[config.mk]
export PLATFORM = sky130hd
export DESIGN_NAME = mem_arbiter_rr
export DESIGN_NICKNAME = d
export VERILOG_FILES = /design/src/rtl/mem_arbiter_rr.sv
export SDC_FILE = /design/constraint.sdc
export NUM_CORES = 1
export LEC_CHECK = 0
export CAP_MARGIN = 25
export CORE_AREA = 4 4 543 545
export DETAILED_ROUTE_END_ITERATION = 16
export DIE_AREA = 0 0 547 549
export SLEW_MARGIN = 10
export SYNTH_ARGS = -nofsm -noshare
export SYNTH_HDL_FRONTEND = slang
export SYNTH_SLANG_ARGS = --single-unit
[constraint.sdc]
create_clock -name clk -period 1.4 [get_ports clk]
set_input_delay 0.28 -clock clk [delete_from_list [all_inputs] [get_ports clk]]
set_output_delay 0.28 -clock clk [all_outputs]
set_load 0.01 [all_outputs]
[src/rtl/mem_arbiter_rr.sv]
// Round-robin arbiter that funnels NUM_PORTS cache-side memory requesters into one cacheline adaptor.
// All outputs are registered; one transaction is in flight at a time.
module mem_arbiter_rr #(
    parameter int NUM_PORTS = 2,
    parameter int LINE_W    = 256,
    parameter int ADDR_W    = 32
) (
    input  logic                        clk,
    input  logic                        rst,
    input  logic [NUM_PORTS*ADDR_W-1:0] req_address,
    input  logic [NUM_PORTS-1:0]        req_read,
    input  logic [NUM_PORTS-1:0]        req_write,
    input  logic [NUM_PORTS*LINE_W-1:0] req_wdata,
    output logic [LINE_W-1:0]           req_rdata,
    output logic [NUM_PORTS-1:0]        req_resp,
    output logic [ADDR_W-1:0]           pmem_address,
    output logic [LINE_W-1:0]           pmem_wdata,
    output logic                        pmem_read,
    output logic                        pmem_write,
    input  logic [LINE_W-1:0]           pmem_rdata,
    input  logic                        pmem_resp,
    output logic                        busy
);

    localparam int IDX_W = $clog2(NUM_PORTS);

    localparam logic [1:0] IDLE = 2'd0;
    localparam logic [1:0] BUSY = 2'd1;
    localparam logic [1:0] RESP = 2'd2;

    logic [1:0]           state;
    logic [IDX_W-1:0]     ptr;
    logic [IDX_W-1:0]     gnt;
    logic [IDX_W-1:0]     pick;
    logic                 any_req;
    logic [NUM_PORTS-1:0] requesting;

    assign requesting = req_read | req_write;
    assign busy       = (state != IDLE);

    // Scan from the farthest offset back to ptr so the closest requester to ptr wins.
    always_comb begin
        int j;
        pick    = ptr;
        any_req = 1'b0;
        j       = 0;
        for (int i = NUM_PORTS - 1; i >= 0; i--) begin
            j = int'(ptr) + i;
            if (j >= NUM_PORTS) begin
                j = j - NUM_PORTS;
            end
            if (requesting[IDX_W'(j)]) begin
                pick    = IDX_W'(j);
                any_req = 1'b1;
            end
        end
    end

    always_ff @(posedge clk) begin
        if (rst) begin
            state        <= IDLE;
            ptr          <= '0;
            gnt          <= '0;
            pmem_address <= '0;
            pmem_wdata   <= '0;
            pmem_read    <= 1'b0;
            pmem_write   <= 1'b0;
            req_resp     <= '0;
            req_rdata    <= '0;
        end else begin
            case (state)
                IDLE: begin
                    if (any_req) begin
                        gnt          <= pick;
                        pmem_address <= req_address[int'(pick)*ADDR_W +: ADDR_W];
                        pmem_wdata   <= req_wdata[int'(pick)*LINE_W +: LINE_W];
                        // A port asserting both read and write is treated as a write.
                        pmem_write   <= req_write[pick];
                        pmem_read    <= req_read[pick] & ~req_write[pick];
                        state        <= BUSY;
                    end
                end
                BUSY: begin
                    if (pmem_resp) begin
                        req_rdata  <= pmem_rdata;
                        pmem_read  <= 1'b0;
                        pmem_write <= 1'b0;
                        req_resp   <= NUM_PORTS'(1) << gnt;
                        state      <= RESP;
                    end
                end
                RESP: begin
                    req_resp <= '0;
                    ptr      <= (gnt == IDX_W'(NUM_PORTS - 1)) ? '0 : gnt + 1'b1;
                    state    <= IDLE;
                end
                default: begin
                    state <= IDLE;
                end
            endcase
        end
    end

endmodule

# Word-level counts from Yosys, hierarchy flattened
# Cells that the tools add are included.
[op_classes] shift=3 n_eq_ne=4 n_lt_le_gt_ge=5 n_bitwise=3 reduce_logical=9 mux=25 add_sub_neg=4
[op_table] op="512-bit by 10-bit indexed part select with 256-bit output" count=1
[op_table] op="64-bit by 7-bit indexed part select with 32-bit output" count=1
[op_table] op="1-bit two-way mux" count=18
[op_table] op="2-bit one-hot mux with 2 select lines" count=2
[op_table] op="2-bit AND reduction" count=4
[op_table] op="1-bit by 3-bit < comparator with 1-bit output (second input constant)" count=2
[op_table] op="2-bit two-way mux" count=3
[op_table] op="2-bit nonzero test" count=3
[op_table] op="2-bit inequality test (second input constant)" count=2
[op_table] op="1-bit one-hot mux with 2 select lines" count=2
[op_table] op="3-bit AND reduction" count=1
[op_table] op="1-bit by 1-bit adder with 2-bit output (second input constant)" count=1
[op_table] op="2-bit by 1-bit equality test with 1-bit output (second input constant)" count=1
[op_table] op="2-bit equality test (second input constant)" count=1
[op_table] op="1-bit by 2-bit greater-or-equal comparator with 1-bit output (second input constant)" count=1
[op_table] op="2-bit greater-or-equal comparator (second input constant)" count=1
[op_table] op="2-bit logical NOT" count=1
[op_table] op="1-bit by 2-bit < comparator with 1-bit output (second input constant)" count=1
[op_table] op="1-bit by 1-bit left shift with 2-bit output (first input constant)" count=1
[op_table] op="1-bit subtractor (second input constant)" count=2
[op_table] op="1-bit adder (second input constant)" count=1
[op_table] op="1-bit bitwise AND" count=1
[op_table] op="1-bit inverter" count=1
[op_table] op="1-bit bitwise OR" count=1
[word_totals] input_bits=839 out_inout_bits=549 ff_bits=552 elab_cells=62

# Longest topological paths before layout
[logic_depth] word_depth=14 ltp_mapped=7

# Least setup slack after synthesis
# Ideal clock, no wire load.
[synth_timing] kind="flip-flop to flip-flop" start="register state[1]" end="register pmem_address[0]" setup_slack_ns=0.028 arrival_time_ns=1.238 path_stages_with_launch=8 setup_ns=0.134 cell_sequence="dfxtp_1 buf_2 nor2_4 inv_2 nor2_8 buf_2 buf_2 a211oi_1"
[synth_between] elab_chain_cells=2
[synth_rtl] item="from (decl)" line_no="31" source="logic [1:0] state;"
[synth_rtl] item="from (signal assigned)" line_no="61" source="state <= IDLE;"
[synth_rtl] item="from (signal assigned)" line_no="80" source="state <= BUSY;"
[synth_rtl] item="from (signal assigned)" line_no="89" source="state <= RESP;"
[synth_rtl] item="2-bit logical NOT" line_no="71" source="case (state)"
[synth_rtl] item="2-bit AND reduction (no line)"
[synth_rtl] item="to (signal assigned)" line_no="75" source="pmem_address <= req_address[int'(pick)*ADDR_W +: ADDR_W];"
[synth_rtl] item="to (decl)" line_no="16" source="output logic [ADDR_W-1:0] pmem_address,"
# Every way passes these cells.
# A chain may end at the register's enable or synchronous reset.

# Worst setup path after layout
[layout_timing] start="register state[0]" end="output busy"
[layout_between] elab_chain_cells=1
[layout_rtl] item="2-bit nonzero test" line_no="39" source="assign busy = (state != IDLE);"
[layout_rtl] item="to (decl)" line_no="22" source="output logic busy"
# Every way passes these cells.

==> impl_metrics.csv <==
group,metric,value,unit
outcome,status,"finished, violations left",
outcome,violations,"negative setup slack",
timing,hold_violations,0,
clock_tree,ctsRootBufferMaster,"clkbuf_16",
grt,track_usage,15.3,%
timing,rsz0062_at_grt,"true",
grt,grt_start_max_net_pins,54,
timing,finalSetupViolCount,1073,
setup_path,startpoint_type,"flop",
drt,viasPerCell,3.36,
drt,drc,0,
timing,post-route-period-util,140,%
clock_tree,clk_latency,810,ps
grt,grt-ovfl-total,0,
timing,period_needed,1960,ps
logic_synthesis,synth_nets,3306,
floorplan,die_h,549,um
placed_design,io_buffers,1387,
timing,setup_slack,-559,ps
floorplan,initial_utilization,7.71,%
drt,dr_total_vias,27500,
power,power.density,1040,nW/um^2
drt,ant_nets,0,
floorplan,die_w,547,um
cells_and_area,regArea,11700,sq um
setup_path,path_class,"flop to output port",
logic_synthesis,yosys.area.top_type,"dfxtp_1",
clock_tree,h-tree-depth,3,
logic_synthesis,synth_top_area_share,49.4,%
clock_tree,clk_pin_slew_worst_paths,60,ps
floorplan,rows,198,
drt,drt-total-wl,245,mm
min_path,hp-class,"primary input to flop",
cells_and_area,nFillCells,32100,
logic_synthesis,ys_seq_area_share,49.4,%
placed_design,gp_congestion,1.02,
logic_synthesis,synthCells,2467,
setup_path,end_kind,"output port",
clock_tree,clock_sinks,552,
timing,slew_headroom,70.3,%
grt,grt_antenna_before_repair,233,
cells_and_area,drive_above_1_share,34.9,%
logic_synthesis,avgSynthCellArea,9.07,sq um
floorplan,io_pins,1388,
logic_synthesis,synth_seq_cells,552,
power,p_leak,0.0184,uW
floorplan,die-area,300000,sq um
logic_synthesis,netlist-cell-type-count,30,
clock_tree,clockBufferDepth,4,
timing,fmax,510,MHz
floorplan,core,290000,sq um
grt,grt_pass1_vias,26200,
clock_tree,cts_tree,"done",
setup_path,cp.arrival,1680,ps
cells_and_area,nets,5008,
clock_tree,cts_buffers,74,
drt,firstDrtPassIters,7,
timing,tightestPinTransition,434,ps
logic_synthesis,syn-cell-area,22400,sq um
cells_and_area,multi_input_area,10100,sq um
timing,slew_viol_final,0,
timing,skew,63.5,ps
flow_run,maxCapViolations,0,
timing,hold_slack,70.6,ps
logic_synthesis,yosys_warnings,0,
power,ir_drop,0.000696,V
drt,drtIter0Drc,2056,
power,finalPower,54300,uW
logic_synthesis,synth.area.top_cells,"dfxtp_1 49%, mux2i_1 13%, a21oi_1 12%",
setup_path,required,1120,ps
drt,wire_per_inst,29.9,um
cells_and_area,area_growth,133,%
placed_design,hpwl,213,mm
setup_path,critPathMaxFanout,2,
grt,grt_pass1_wl,296,mm
-- report_power, final --
part,total [uW],internal (uW),switching (uW)
clock network,19900,11800,8130
registers,18500,17200,1290
logic,15900,8800,7130
total,54300,37800,16500
-- state kept, by name, indices dropped and copies added (netlist names) --
name	flops
req_rdata	256
pmem_wdata	256
pmem_write	1
pmem_read	1
pmem_address	32
req_resp	2
gnt	1
ptr	1
state	2
-- through the flow --
stage,TNS (ps),setup slack (ps),instances,cell area [sq um],util [%]
final,-187410,-559,8209,52100,17.9
after global routing,-263010,-636,8180,52000,17.9
after CTS,-241840,-674,8096,51100,17.6
after detailed placement,-271050,-633,7787,45300,15.6
after global placement,-253740,-589,7787,45300,15.6
after floorplan,0,28.1,2467,22400,-
-- metal layers --
metal  part of all wire, %  routed length, um  up-vias  track usage, %
li1                      -                  -    12300               -
met1                    38              92300    12800            17.4
met2                    40              99100     1810            22.0
met3                    17              41100      531            10.8
met4                   4.8              11800      138            6.41
met5                  0.37                903        -               0
-- placed cells by master (no fill, tap or decap), types with 94 or more instances in the layout --
cell type,n
a211oi_1,255
a21oi_1,549
buf_12,332
buf_4,233
buf_6,286
clkbuf_16,94
clkdlybuf4s50_1,837
dfxtp_1,155
dfxtp_2,355
dlygate4sd3_1,124
mux2i_1,287
nand2_1,514
-- synth_stat cells --
cell type  number
or3_1           1
nand2_1       514
nor2_8          1
inv_2           1
nor2_1          3
nor2_4          1
mux2_2          1
buf_12          2
inv_1           1
a31oi_1         2
nand3_1         2
nand3b_1        1
dfxtp_1       552
a21oi_1       550
and3b_1         1
nand4_1         2
nor4bb_1        1
buf_8          10
o21ai_0         2
nor3b_1         1
mux2i_1       289
or2_1           1
buf_4          10
a22oi_1         1
o211ai_1        1
buf_6          15
buf_1           7
buf_2         138
clkbuf_1       67
a211oi_1      289
-- what timing repair did --
item | CTS | global route
pin swaps | 50 | 48
endpoints found under the setup margin | 1082 | 1090
setup buffers | 39 | 8
endpoints found under the hold margin | 134 | 0
hold buffers | 124 | 0
resized for setup | 1971 | 69
cloned | 18 | 21
-- cell type report --
class                      count  share of cell area, %
tap                         3900                   9.37
multi-input combinational   1664                   19.4
clock inverter                33                  0.769
antenna                       88                  0.423
sequential                   552                   22.4
clock buffer                  95                   3.98
timing repair buffer        1875                   43.6
inverter                       2                 0.0288
-- kinds of logic (layout without fill, tap and decap cells) --
| group | after synthesis | in the layout | synth area share, % |
|---|---|---|---|
| compound gates | 845 | 845 | 22.2 |
| flops | 552 | 552 | 49.4 |
| simple gates | 529 | 529 | 9.12 |
| mux | 290 | 290 | 13.0 |
| buf+inv | 251 | 2005 | 6.30 |
| other cells | 0 | 88 | 0 |
-- path summary, 6_finish.rpt --
kind / startpoint / endpoint / slack (ps) / cells past startpoint
worst max-delay path: state[0] / busy / -560 / 5
worst min-delay path: pmem_rdata[229] / req_rdata[229] / 70 / 3
worst max register to register: state[0] / pmem_write / -500 / 10
worst min register to register: req_rdata[53] / req_rdata[53] / 460 / 2
-- worst max-delay path, stage by stage (launching register included) --
cell     delay [ps]
dfxtp_2         330
nor2_4          160
buf_12          150
inv_8            30
buf_6           100
buf_6           130
Power figures use the tool's default switching activity.
